--- config.mk ---
export PLATFORM = sky130hd
export DESIGN_NAME = store_monitor
export DESIGN_NICKNAME = d
export VERILOG_FILES = /design/src/rtl/store_monitor.sv
export SDC_FILE = /design/constraint.sdc
export NUM_CORES = 1
export LEC_CHECK = 0
export ABC_AREA = 1
export CAP_MARGIN = 15
export CORE_AREA = 2 2 112 114
export CTS_BUF_LIST = sky130_fd_sc_hd__clkbuf_8
export DETAILED_ROUTE_END_ITERATION = 8
export DIE_AREA = 0 0 114 116
export PLACE_DENSITY = 0.76
export SETUP_SLACK_MARGIN = 0.15
export SYNTH_ARGS = -nofsm -noshare
export SYNTH_HDL_FRONTEND = slang
export SYNTH_SLANG_ARGS = --single-unit
--- constraint.sdc ---
create_clock -name clk -period 2.1 [get_ports clk]
set_input_delay 0.42 -clock clk [delete_from_list [all_inputs] [get_ports clk]]
set_output_delay 0.42 -clock clk [all_outputs]
set_load 0.05 [all_outputs]
--- src/rtl/store_monitor.sv ---
// rtl/store_monitor.sv - store mailbox monitor with watchdog, statistics and optional trace ring (STORE_MON_TRACE_EN)
module store_monitor #(
    parameter logic [31:0] PASS_ADDR      = 32'd32,
    parameter logic [31:0] FAIL_ADDR      = 32'd16,
    parameter logic [31:0] MAGIC          = 32'd15,
    parameter int          TIMEOUT_CYCLES = 1000,
    parameter int          TRACE_DEPTH    = 8
) (
    input  logic        clk,
    input  logic        reset,
    input  logic        memwrite,
    input  logic [31:0] dataadr,
    input  logic [31:0] writedata,
    input  logic        rd_en,
    input  logic [3:0]  rd_addr,
    output logic [31:0] rd_data,
    output logic        done,
    output logic        pass,
    output logic [1:0]  state
);

    typedef enum logic [1:0] {
        ST_RUN     = 2'b00,
        ST_PASS    = 2'b01,
        ST_FAIL    = 2'b10,
        ST_TIMEOUT = 2'b11
    } state_t;

    localparam logic [31:0] TIMEOUT_LAST = 32'(TIMEOUT_CYCLES - 1);

    state_t      state_q, state_d;
    logic        done_q, done_d;
    logic        pass_q, pass_d;
    logic [31:0] store_cnt_q, store_cnt_d;
    logic [31:0] cycle_cnt_q, cycle_cnt_d;
    logic [31:0] rd_data_q, rd_data_d;
    logic [31:0] pop_data;
    logic        pass_hit, fail_hit;

    assign pass_hit = memwrite && (writedata == MAGIC) && (dataadr == PASS_ADDR);
    assign fail_hit = memwrite && (writedata == MAGIC) && (dataadr == FAIL_ADDR);

    // Next state and statistics; everything freezes once a terminal state is reached
    always_comb begin
        state_d     = state_q;
        store_cnt_d = store_cnt_q;
        cycle_cnt_d = cycle_cnt_q;
        if (state_q == ST_RUN) begin
            // The cycle counter stops at the timeout value so it reads back as TIMEOUT_CYCLES-1
            if (cycle_cnt_q != TIMEOUT_LAST)
                cycle_cnt_d = cycle_cnt_q + 32'd1;
            if (memwrite && (store_cnt_q != 32'hFFFF_FFFF))
                store_cnt_d = store_cnt_q + 32'd1;
            // A hit on the final watchdog cycle still beats the timeout; FAIL beats PASS
            if (fail_hit)
                state_d = ST_FAIL;
            else if (pass_hit)
                state_d = ST_PASS;
            else if (cycle_cnt_q == TIMEOUT_LAST)
                state_d = ST_TIMEOUT;
        end
        done_d = (state_d != ST_RUN);
        pass_d = (state_d == ST_PASS);
    end

    // Register read mux; reads see the values before this cycle's update
    always_comb begin
        rd_data_d = rd_data_q;
        if (rd_en) begin
            case (rd_addr)
                4'h0:    rd_data_d = {29'b0, done_q, state_q};
                4'h4:    rd_data_d = store_cnt_q;
                4'h8:    rd_data_d = cycle_cnt_q;
                4'hC:    rd_data_d = pop_data;
                default: rd_data_d = 32'd0;
            endcase
        end
    end

    // Control and statistics registers
    always_ff @(posedge clk or negedge reset) begin
        if (!reset) begin
            state_q     <= ST_RUN;
            done_q      <= 1'b0;
            pass_q      <= 1'b0;
            store_cnt_q <= 32'd0;
            cycle_cnt_q <= 32'd0;
            rd_data_q   <= 32'd0;
        end else begin
            state_q     <= state_d;
            done_q      <= done_d;
            pass_q      <= pass_d;
            store_cnt_q <= store_cnt_d;
            cycle_cnt_q <= cycle_cnt_d;
            rd_data_q   <= rd_data_d;
        end
    end

    assign rd_data = rd_data_q;
    assign done    = done_q;
    assign pass    = pass_q;
    assign state   = state_q;

`ifdef STORE_MON_TRACE_EN
    localparam int PW = $clog2(TRACE_DEPTH);

    logic [30:0] trace_q [TRACE_DEPTH];
    logic [30:0] trace_d [TRACE_DEPTH];
    logic [PW-1:0] wr_ptr_q, wr_ptr_d;
    logic [PW-1:0] rd_ptr_q, rd_ptr_d;
    logic [PW:0]   count_q, count_d;
    logic          ovf_q, ovf_d;
    logic          push, pop_ok, full;

    assign push   = (state_q == ST_RUN) && memwrite;
    assign pop_ok = rd_en && (rd_addr == 4'hC) && (count_q != '0);
    assign full   = (count_q == (PW+1)'(TRACE_DEPTH));

    // Trace ring: pop reads the oldest entry before any same-cycle push lands
    always_comb begin
        trace_d  = trace_q;
        wr_ptr_d = wr_ptr_q;
        rd_ptr_d = rd_ptr_q;
        count_d  = count_q;
        ovf_d    = ovf_q;
        pop_data = 32'd0;
        if (pop_ok) begin
            pop_data = {ovf_q, trace_q[rd_ptr_q]};
            rd_ptr_d = rd_ptr_q + 1'b1;
        end
        if (push) begin
            trace_d[wr_ptr_q] = dataadr[30:0];
            wr_ptr_d          = wr_ptr_q + 1'b1;
            if (!pop_ok) begin
                if (full) begin
                    // Overwrite the oldest entry: the read pointer skips past it
                    rd_ptr_d = rd_ptr_q + 1'b1;
                    ovf_d    = 1'b1;
                end else begin
                    count_d = count_q + 1'b1;
                end
            end
        end else if (pop_ok) begin
            count_d = count_q - 1'b1;
        end
    end

    // Trace ring storage and pointers
    always_ff @(posedge clk or negedge reset) begin
        if (!reset) begin
            for (int i = 0; i < TRACE_DEPTH; i++)
                trace_q[i] <= 31'd0;
            wr_ptr_q <= '0;
            rd_ptr_q <= '0;
            count_q  <= '0;
            ovf_q    <= 1'b0;
        end else begin
            trace_q  <= trace_d;
            wr_ptr_q <= wr_ptr_d;
            rd_ptr_q <= rd_ptr_d;
            count_q  <= count_d;
            ovf_q    <= ovf_d;
        end
    end
`else
    assign pop_data = 32'd0;
`endif

endmodule

==> results.txt <==
outcome -> finished clean
nets -> 953
mux contribution to synthesized area -> 0.0594
Crit Path Class -> reg -> reg
Yosys reg bits -> 100
Mapped Area -> 5880 µm²
Tightest Pin Transition -> 0.528 ns
global-route wire length before repair -> 26800 µm
clock power share -> 0.356
worst skew pair latency -> 0.38 ns
CP arrival -> 2.08 ns
Rel. slew slack -> 0.649
drt wl/cell -> 15.7 µm
crit path cell chain -> ha_2 -> nand3_2 -> inv_2 -> nand2_1 -> nor2_4 -> nand4_2 -> nand2_2 -> inv_2 -> buf_12 -> nand2_1 -> o21ai_0
Max stage delay cell, worst path -> dfrtp_1
largest net degree at the start of global routing -> 101
period utilisation layout -> 0.868
Place WS -> 0.203 ns
vias after detailed routing -> 5469
leakage power -> 3.38 nW
H-tree depth -> 3
class of the worst hold path -> in -> async
placed cells -> 1013
hold slack -> 0.0909 ns
# rows -> 40
Switch Pwr -> 0.000897 W
CP startpoint kind -> register
sequential power share -> 0.546
synth warn -> 0
io pins -> 108
combinational power share -> 0.098
DP Wirelength -> 12700 µm
IO buf count -> 107
final cell count without fillers -> 1031
die extent in x -> 114 µm
fin util -> 0.625
Synth Area in Adders -> 0.00426
main combinational cell family by area after synthesis -> simple AND/OR/NAND/NOR gates
gr usage total -> 0.262
DRT iter0 DRCs -> 456
CP endpoint kind -> register
Die ar. -> 13200 µm²
clock sink total -> 100
Antenna Violating Nets Remaining -> 0
area grow syn2layout -> 26.5%
peak per-stage delay on the critical path -> 0.42 ns
R2R depth -> 11
CP Max Fanout -> 22
final worst setup slack -> 0.277 ns
Cell Int Power -> 0.00268 W
Critical Path RT -> 2.36 ns
pwr/cell area -> 480 nW/µm²
vias per cell -> 5.30
Slew Viols, Final -> 0
Post-Synth Simple-Gate Area -> 0.270
most common cell after layout, fill and taps aside -> nand2_1
maximum VDD drop -> 0.000365 V
antenna cells -> 0
CTS Root Cell -> clkbuf_8
Final Hold Viols -> 0
CTS max path bufs -> 2
die height -> 116 µm
Setup TNS -> 0 ns
Initial DRT Pass Iterations -> 5
Synth Area in XOR/XNOR -> 0.0849
Max Cap Viol -> 0
Hold-fix buffers, CTS -> 0
fmax -> 548 MHz
Starting Density -> 0.494
most frequent cells in the layout -> nand2_1, dfrtp_1, nor2_1
CTS Buf Count -> 9
final number of setup-violating endpoints -> 0
Final min period -> 1.82 ns
clock tree from TritonCTS -> built
register area share after synthesis -> 0.426
GRT overflow -> 0
syn_nets -> 837
Post-Route Skew -> 0.0129 ns
RSZ-0062 raised after global routing -> true
Net Sw Frac -> 0.251
vias in the first global route -> 5261
DRC -> 0
layout cells sized above 1 -> 0.102
Synth cell types -> 31
Mean Syn Cell Area -> 7.71 µm²
WL final -> 16200 µm
complex-gate fraction of the synthesized area -> 0.0809
routability cong. -> 0.979
core area -> 11900 µm²
antenna violations before repair -> 0
Worst-path clk slew -> 0.11 ns
cells after synthesis -> 763
[cell type report]
type	count	area [µm²]
flip-flops and latches	100	2500
fillers	1122	4470
multi-input cells	553	2950
repair buffers	126	1270
well taps	147	184
clock buffers	9	124
clock inverters	7	76.3
inverters	89	334
[sequential cells by signal (all words and copies together) (netlist names)]
signal       cells
store_cnt_q     32
pass             1
rd_data         32
cycle_cnt_q     32
state            2
done             1
[worst max-delay path, delay by kind of cell, from the launching register on]
kind,cells,cell delay (ns)
DFF,1,0.42
adders and majority gates,1,0.23
AOI/OAI and AO/OA,1,0.08
and+or+nand+nor,6,0.69
buffers and inverters,3,0.28
[timing repair]
item / 4_1_cts / 5_1_grt
buffers inserted: 0 / 2
setup endpoints to repair: 36 / 19
endpoints found under the hold margin: 0 / 0
resized for setup: 36 / 5
[power by group through the flow]
stage          combinational (W)  clock, W  sequential [W]
2_1_floorplan          0.0000702         0         0.00205
3_3_place_gp            0.000363         0         0.00199
3_5_place_dp            0.000368         0         0.00199
4_1_cts                 0.000356   0.00130         0.00195
5_1_grt                 0.000380   0.00138         0.00195
6_report                0.000350   0.00127         0.00195
[per-stage QoR]
step / power [W] / cell area, µm²
finish: 0.00357 / 7440
global route: 0.00372 / 7440
CTS: 0.00361 / 7410
detailed placement: 0.00236 / 7250
global placement: 0.00235 / 7250
floorplan: 0.00212 / 5880
[layer usage]
layer  GRT usage  vias up  wire length [µm]
li1            -     2689                 -
met1       0.363     2563              7220
met2       0.421      188              7610
met3      0.0533       29              1010
met4      0.0740        0               374
met5           0        -                 0
[path summary, 6_finish.rpt]
path | start | to | slack (ns)
max | store_cnt_q[1]$_DFFE_PN0P_ | store_cnt_q[18]$_DFFE_PN0P_ | 0.28
min | reset | store_cnt_q[27]$_DFFE_PN0P_ | 0.09
max reg2reg | store_cnt_q[1]$_DFFE_PN0P_ | store_cnt_q[18]$_DFFE_PN0P_ | 0.28
min reg2reg | cycle_cnt_q[14]$_DFFE_PN0P_ | cycle_cnt_q[14]$_DFFE_PN0P_ | 0.50
max in group asynchronous | reset | cycle_cnt_q[6]$_DFFE_PN0P_ | 1.63
min in group clk | cycle_cnt_q[14]$_DFFE_PN0P_ | cycle_cnt_q[14]$_DFFE_PN0P_ | 0.50
[cells by family (layout without fill, tap and decap cells)]
group / after synthesis / count (layout)
muxes: 31 / 31
AOI/OAI and AO/OA: 83 / 83
xor gates and xnor gates: 57 / 57
DFF: 100 / 100
buffers and inverters: 110 / 231
adders and majority gates: 2 / 2
and+or+nand+nor: 380 / 380
[cells in the mapped netlist (all sizes together)]
cell    number  area share
ha           2      0.0043
nand2      196        0.13
inv         89       0.057
nand4       17       0.019
nand3b       1      0.0013
buf          9       0.010
clkbuf      12      0.0077
o21ai       50       0.045
o22ai       30       0.032
a21oi        1     0.00085
and2         1      0.0011
and3         2      0.0021
dfrtp      100        0.43
mux2        31       0.059
nor2       104       0.069
nand3       17       0.015
or2          1      0.0011
xor2        57       0.085
nor3        41       0.036
o221ai       2      0.0030
Power figures use the tool's default switching activity.
